`src/rtl/dmem_arbiter.sv`:
```
`timescale 1ns/1ps
`default_nettype none
// ============================================================================
// Module      : dmem_arbiter
// Description : Two-master arbiter and access sequencer for the single-port
//               byte-addressed data memory. Master 0 (CPU load/store) has
//               fixed priority; master 1 wins after STARVE_MAX lost rounds.
//               Each access runs IDLE -> ACCESS -> RESP, one cycle each.
//               Optional macro DMEM_ARB_ALIGN_CHECK_EN adds a misaligned
//               word/half rejection at capture.
// Revision    : 1.0 - initial release
// ============================================================================
module dmem_arbiter #(
  parameter int unsigned      WIDTH      = 32,
  parameter logic [WIDTH-1:0] ADDR_LIMIT = 'h0001FFFF,
  parameter int unsigned      STARVE_MAX = 4
) (
  input  logic             clk,
  input  logic             rst_n,
  input  logic             m0_req,
  input  logic             m0_we,
  input  logic [2:0]       m0_mode,
  input  logic [WIDTH-1:0] m0_addr,
  input  logic [WIDTH-1:0] m0_wdata,
  output logic             m0_gnt,
  output logic             m0_rvalid,
  output logic [WIDTH-1:0] m0_rdata,
  output logic             m0_err,
  input  logic             m1_req,
  input  logic             m1_we,
  input  logic [2:0]       m1_mode,
  input  logic [WIDTH-1:0] m1_addr,
  input  logic [WIDTH-1:0] m1_wdata,
  output logic             m1_gnt,
  output logic             m1_rvalid,
  output logic [WIDTH-1:0] m1_rdata,
  output logic             m1_err,
  output logic [WIDTH-1:0] mem_A,
  output logic [WIDTH-1:0] mem_WD,
  output logic             mem_WE,
  output logic [2:0]       mem_modeBU,
  output logic [1:0]       mem_ResultSrc,
  input  logic [WIDTH-1:0] mem_RD
);

  typedef enum logic [1:0] {
    ST_IDLE   = 2'd0,
    ST_ACCESS = 2'd1,
    ST_RESP   = 2'd2
  } state_t;

  localparam logic [3:0] C_STARVE_MAX = 4'(STARVE_MAX);

  // Sequencer state and captured request attributes
  state_t           state_q, state_d;
  logic             win_q, win_d;        // 0 = master 0, 1 = master 1
  logic             we_q, we_d;
  logic             rej_q, rej_d;
  logic [3:0]       starve_q, starve_d;

  // Registered outputs; the memory-side registers double as the captured
  // address/data/mode of the access in flight
  logic [WIDTH-1:0] mem_a_q, mem_a_d;
  logic [WIDTH-1:0] mem_wd_q, mem_wd_d;
  logic             mem_we_q, mem_we_d;
  logic [2:0]       mem_mode_q, mem_mode_d;
  logic [1:0]       mem_rsrc_q, mem_rsrc_d;
  logic             m0_gnt_q, m0_gnt_d;
  logic             m1_gnt_q, m1_gnt_d;
  logic             m0_rvalid_q, m0_rvalid_d;
  logic             m1_rvalid_q, m1_rvalid_d;
  logic [WIDTH-1:0] m0_rdata_q, m0_rdata_d;
  logic [WIDTH-1:0] m1_rdata_q, m1_rdata_d;
  logic             m0_err_q, m0_err_d;
  logic             m1_err_q, m1_err_d;

  // Arbitration and request validation (combinational)
  logic             w_any_req;
  logic             w_pick_m1;
  logic             w_sel_we;
  logic [2:0]       w_sel_mode;
  logic [WIDTH-1:0] w_sel_addr;
  logic [WIDTH-1:0] w_sel_wdata;
  logic             w_mode_ok;
  logic             w_range_ok;
  logic             w_align_ok;
  logic             w_reject;

  // Pick the winner and flag illegal requests before capture
  always_comb begin
    w_any_req   = m0_req | m1_req;
    w_pick_m1   = m1_req & (~m0_req | (starve_q == C_STARVE_MAX));
    w_sel_we    = w_pick_m1 ? m1_we    : m0_we;
    w_sel_mode  = w_pick_m1 ? m1_mode  : m0_mode;
    w_sel_addr  = w_pick_m1 ? m1_addr  : m0_addr;
    w_sel_wdata = w_pick_m1 ? m1_wdata : m0_wdata;
    w_mode_ok   = (w_sel_mode >= 3'b001) && (w_sel_mode <= 3'b101);
    w_range_ok  = (w_sel_addr < ADDR_LIMIT);
`ifdef DMEM_ARB_ALIGN_CHECK_EN
    w_align_ok  = !(((w_sel_mode == 3'b001) && (w_sel_addr[1:0] != 2'b00)) ||
                    (((w_sel_mode == 3'b010) || (w_sel_mode == 3'b100)) &&
                     w_sel_addr[0]));
`else
    w_align_ok  = 1'b1;
`endif
    w_reject    = !(w_mode_ok && w_range_ok && w_align_ok);
  end

  // Next-state and next-output computation; outputs default to 0 so every
  // strobe is a single-cycle pulse and the memory bus idles at 0
  always_comb begin
    state_d     = state_q;
    win_d       = win_q;
    we_d        = we_q;
    rej_d       = rej_q;
    starve_d    = starve_q;
    mem_a_d     = '0;
    mem_wd_d    = '0;
    mem_we_d    = 1'b0;
    mem_mode_d  = 3'b000;
    mem_rsrc_d  = 2'b00;
    m0_gnt_d    = 1'b0;
    m1_gnt_d    = 1'b0;
    m0_rvalid_d = 1'b0;
    m1_rvalid_d = 1'b0;
    m0_rdata_d  = '0;
    m1_rdata_d  = '0;
    m0_err_d    = 1'b0;
    m1_err_d    = 1'b0;

    case (state_q)
      ST_IDLE: begin
        if (!m1_req) begin
          starve_d = 4'd0;
        end
        if (w_any_req) begin
          state_d    = ST_ACCESS;
          win_d      = w_pick_m1;
          we_d       = w_sel_we;
          rej_d      = w_reject;
          mem_a_d    = w_sel_addr;
          mem_wd_d   = w_sel_wdata;
          mem_mode_d = w_sel_mode;
          mem_we_d   = w_sel_we & ~w_reject;
          mem_rsrc_d = (~w_sel_we & ~w_reject) ? 2'b01 : 2'b00;
          m0_gnt_d   = ~w_pick_m1;
          m1_gnt_d   = w_pick_m1;
          if (w_pick_m1) begin
            starve_d = 4'd0;
          end else if (m1_req && (starve_q != C_STARVE_MAX)) begin
            starve_d = starve_q + 4'd1;
          end
        end
      end
      ST_ACCESS: begin
        // mem_RD is sampled here, on the edge that ends ACCESS
        state_d = ST_RESP;
        if (win_q) begin
          m1_rvalid_d = 1'b1;
          m1_err_d    = rej_q;
          m1_rdata_d  = (rej_q | we_q) ? '0 : mem_RD;
        end else begin
          m0_rvalid_d = 1'b1;
          m0_err_d    = rej_q;
          m0_rdata_d  = (rej_q | we_q) ? '0 : mem_RD;
        end
      end
      ST_RESP: begin
        state_d = ST_IDLE;
      end
      default: begin
        state_d = ST_IDLE;
      end
    endcase
  end

  // Single state register; asynchronous reset drops mem_WE at once so an
  // interrupted store never commits
  always_ff @(posedge clk or negedge rst_n) begin
    if (!rst_n) begin
      state_q     <= ST_IDLE;
      win_q       <= 1'b0;
      we_q        <= 1'b0;
      rej_q       <= 1'b0;
      starve_q    <= 4'd0;
      mem_a_q     <= '0;
      mem_wd_q    <= '0;
      mem_we_q    <= 1'b0;
      mem_mode_q  <= 3'b000;
      mem_rsrc_q  <= 2'b00;
      m0_gnt_q    <= 1'b0;
      m1_gnt_q    <= 1'b0;
      m0_rvalid_q <= 1'b0;
      m1_rvalid_q <= 1'b0;
      m0_rdata_q  <= '0;
      m1_rdata_q  <= '0;
      m0_err_q    <= 1'b0;
      m1_err_q    <= 1'b0;
    end else begin
      state_q     <= state_d;
      win_q       <= win_d;
      we_q        <= we_d;
      rej_q       <= rej_d;
      starve_q    <= starve_d;
      mem_a_q     <= mem_a_d;
      mem_wd_q    <= mem_wd_d;
      mem_we_q    <= mem_we_d;
      mem_mode_q  <= mem_mode_d;
      mem_rsrc_q  <= mem_rsrc_d;
      m0_gnt_q    <= m0_gnt_d;
      m1_gnt_q    <= m1_gnt_d;
      m0_rvalid_q <= m0_rvalid_d;
      m1_rvalid_q <= m1_rvalid_d;
      m0_rdata_q  <= m0_rdata_d;
      m1_rdata_q  <= m1_rdata_d;
      m0_err_q    <= m0_err_d;
      m1_err_q    <= m1_err_d;
    end
  end

  assign mem_A         = mem_a_q;
  assign mem_WD        = mem_wd_q;
  assign mem_WE        = mem_we_q;
  assign mem_modeBU    = mem_mode_q;
  assign mem_ResultSrc = mem_rsrc_q;
  assign m0_gnt        = m0_gnt_q;
  assign m1_gnt        = m1_gnt_q;
  assign m0_rvalid     = m0_rvalid_q;
  assign m1_rvalid     = m1_rvalid_q;
  assign m0_rdata      = m0_rdata_q;
  assign m1_rdata      = m1_rdata_q;
  assign m0_err        = m0_err_q;
  assign m1_err        = m1_err_q;

endmodule
`default_nettype wire

```
`config.mk`:
```
export PLATFORM = sky130hd
export DESIGN_NAME = dmem_arbiter
export DESIGN_NICKNAME = d
export VERILOG_FILES = /design/src/rtl/dmem_arbiter.sv
export SDC_FILE = /design/constraint.sdc
export NUM_CORES = 1
export LEC_CHECK = 0
export BUFFER_PORTS_ARGS = -buffer_cell sky130_fd_sc_hd__clkbuf_2
export CORE_MARGIN = 4
export CORE_UTILIZATION = 40
export DETAILED_ROUTE_END_ITERATION = 12
export PLACE_DENSITY = 0.82
export SLEW_MARGIN = 5
export SYNTH_ARGS = -nofsm -noshare
export SYNTH_HDL_FRONTEND = slang
export SYNTH_SLANG_ARGS = --single-unit
```
`constraint.sdc`:
```
create_clock -name clk -period 3.9 [get_ports clk]
set_input_delay 0.78 -clock clk [delete_from_list [all_inputs] [get_ports clk]]
set_output_delay 0.78 -clock clk [all_outputs]
set_load 0.05 [all_outputs]
```
==> impl_metrics.tcl <==
set metrics [dict create \
    synth.cell_area_um2 5520 \
    io_pins 312 \
    rsz0062_at_grt "false" \
    synth_ff_type "dfrtp_1" \
    clock_latency_ns 0.42 \
    post-place-ws_ns 1.53 \
    fin_tns_setup_ns 0 \
    switching_share_pct 38.4 \
    synth_top_family_by_area "simple AND/OR/NAND/NOR gates" \
    setup.worst_path.end_class "flop" \
    p_leak_nw 4.61 \
    finClkSkew_ns 0.0113 \
    layout-drive-gt1-share_pct 42.8 \
    row_count 42 \
    drtIter0Drc 223 \
    syn_nets 692 \
    syn_inst 518 \
    p_switching_w 0.00194 \
    multi_input_area_um2 1690 \
    busiest_layer "met2" \
    hpwl_um 12700 \
    drc 0 \
    worstSetupPathType "reg -> reg" \
    synth-compound-area-share_pct 8.11 \
    fin_nets 991 \
    p_per_area_nw_per_um2 643 \
    grt_start_max_net_pins 117 \
    num_vias 5020 \
    synth.area.mux_share_pct 0.385 \
    antenna_found_initial 0 \
    grt_overflow_total 0 \
    synthAdderAreaFrac_pct 0.453 \
    synth.distinct_cells 34 \
    grt_util_met2_pct 37.2 \
    peakVddDrop_uv 410 \
    slew_viol_final 0 \
    core_um2 13400 \
    area_delta_synth_final_pct 42.5 \
    cts_buffers 17 \
    tightest_slew_ns 1.07 \
    cts.path.max_buffers 2 \
    cts_sinks 148 \
    cp-start-kind "flop" \
    period_needed_ns 2.27 \
    gp_congestion 0.890 \
    worst-path-max-fanout 30 \
    synth_area_leaders "dfrtp_1, nand2_1, and3_1" \
    grt_use_met3_pct 7.08 \
    hp-class "reg -> reg" \
    placed_cell_area_um2 7250 \
    cts_hold_buf 0 \
    async_reset_ff_share_pct 100 \
    cts-root-buf "clkbuf_16" \
    setup_viol 0 \
    dr.pass1.iters 5 \
    yosysTopAreaCellShare_pct 67.1 \
    use_met1_pct 25.2 \
    cts.clk_slew.worst_paths_ns 0.06 \
    wl_per_cell_um 17.2 \
    seq_area_frac_synth_pct 67.1 \
    pwr-share-comb_pct 30.3 \
    clockPowerShare_pct 33.4 \
    detail-route-antenna-nets 0 \
    grt_pass1_wl_um 26900 \
    cts_setup_buffers 0 \
    dieArea_um2 15700 \
    fin_area_um2 7870 \
    ctsResizeCount 0 \
    post-route-period-util_pct 58.1 \
    synthSimpleGateAreaFrac_pct 21.1 \
    area.sequential_um2 3700 \
    grt_util_all_layers_pct 21.8 \
    fillers 1156 \
    status "completed" \
    p_seq_share_pct 36.3 \
    internal-power_w 0.00311 \
    setup_ws_ns 1.63 \
    slew_headroom_pct 28.7 \
    initial_core_util_pct 41.2 \
    synth_top_cell_by_area "dfrtp_1" \
    cts_tree "done" \
    ys_ff_latch 148 \
    die_x_um 125 \
    max-cap-violations 0 \
    utilization_pct 58.7 \
    syn_avg_cell_area_um2 10.7 \
    finalHoldViolCount 0 \
    die_h_um 125 \
    synth_warnings 0 \
    cts.htree.levels 4 \
    required_ns 4.21 \
    synth_xor_xnor_area_share_pct 0 \
    synth-edff-count 0 \
    viasPerCell 4.99 \
    arrival_ns 2.57 \
    fmax_mhz 441 \
    io_buffers 310 \
    wl_um 17300 \
    grt_pass1_vias 5078 \
]
## worst max-delay path, cell delays in order (launching register included)
cell and delay (ns):
dfrtp_1 0.36, inv_1 0.07, ha_1 0.20, nand3b_1 0.20, a21bo_2 0.60, nand4_1 0.18, a221o_1 0.42, o21a_1 0.12
## path summary, 6_finish.rpt
check,start,endpoint,slack [ns],cells after the start
max,starve_q[0]$_DFFE_PN0P_,rej_q$_DFFE_PN0P_,1.63,7
min,state_q[1]$_DFFE_PN0P_,state_q[1]$_DFFE_PN0P_,0.50,1
max reg2reg,starve_q[0]$_DFFE_PN0P_,rej_q$_DFFE_PN0P_,1.63,7
min reg2reg,state_q[1]$_DFFE_PN0P_,state_q[1]$_DFFE_PN0P_,0.50,1
max in group asynchronous,rst_n,mem_WD[6]$_DFF_PN0_,2.54,2
min in group asynchronous,rst_n,m0_rdata[19]$_DFF_PN0_,0.52,1
## Yosys cell counts (all sizes together) (2+ instances only)
master / instances
dfrtp: 148
nand2: 140
a21oi: 68
and3: 65
clkbuf: 27
buf: 8
nand4: 8
nor2: 6
nand3: 5
nor3: 5
o21ai: 5
nor4: 4
or4: 4
inv: 3
nor2b: 3
a211oi: 2
and2: 2
ha: 2
o211ai: 2
## through the flow
step	total power, W	hold WS [ns]	std cells
floorplan	0.00289	0.441	518
global placement	0.00338	0.476	974
detailed placement	0.00340	0.475	974
CTS	0.00510	0.497	1006
global route	0.00527	0.531	1006
finish	0.00506	0.501	1007
## placed cells by master (no fill, tap or decap), types with 5 or more instances in the layout
master       n
nor2_1       5
clkbuf_16   17
clkinv_4     5
clkbuf_2   309
nand3_1      5
dfrtp_1    148
and3_1      65
a21oi_1     68
nand2_1    140
nand4_1      8
## area by class of cell
class	count	share of cell area, %
Antenna cell	1	0.0318
Clock buffer	19	5.63
Inverter	3	0.143
Sequential cell	148	47.1
Multi-Input combinational cell	332	21.5
Clock inverter	13	2.23
Tap cell	176	2.80
Timing Repair Buffer	315	20.6
## flip-flops by register name, indices dropped and copies added, names as in the netlist
name	cells
m0_err	1
m0_gnt	1
m0_rdata	32
m0_rvalid	1
m1_err	1
m1_gnt	1
m1_rdata	32
m1_rvalid	1
mem_A	32
mem_ResultSrc	1
mem_WD	32
mem_WE	1
mem_modeBU	3
rej_q	1
starve_q	4
state_q	2
we_q	1
win_q	1
## cell families (layout without fill, tap and decap cells)
family | after synthesis | count (layout)
adders and majority gates | 2 | 2
AOI/OAI and AO/OA | 83 | 83
DFF | 148 | 148
buffers and inverters | 38 | 350
and+or+nand+nor | 244 | 244
muxes | 2 | 2
other | 1 | 2
## power groups by stage
stage / clock, W / combinational (W) / sequential, W
final: 0.00169 / 0.00153 / 0.00183
after detailed placement: 0 / 0.00154 / 0.00186
after global placement: 0 / 0.00152 / 0.00185
after CTS: 0.00172 / 0.00154 / 0.00184
after floorplan: 0 / 0.000352 / 0.00253
after global routing: 0.00179 / 0.00162 / 0.00186
## per-layer routing
metal,vias to the layer above,wire [µm]
li1,2343,-
met2,252,8890
met3,35,1590
met1,2390,6310
met5,-,0
met4,0,493
Note: power is estimated with default switching activity, not from simulation.
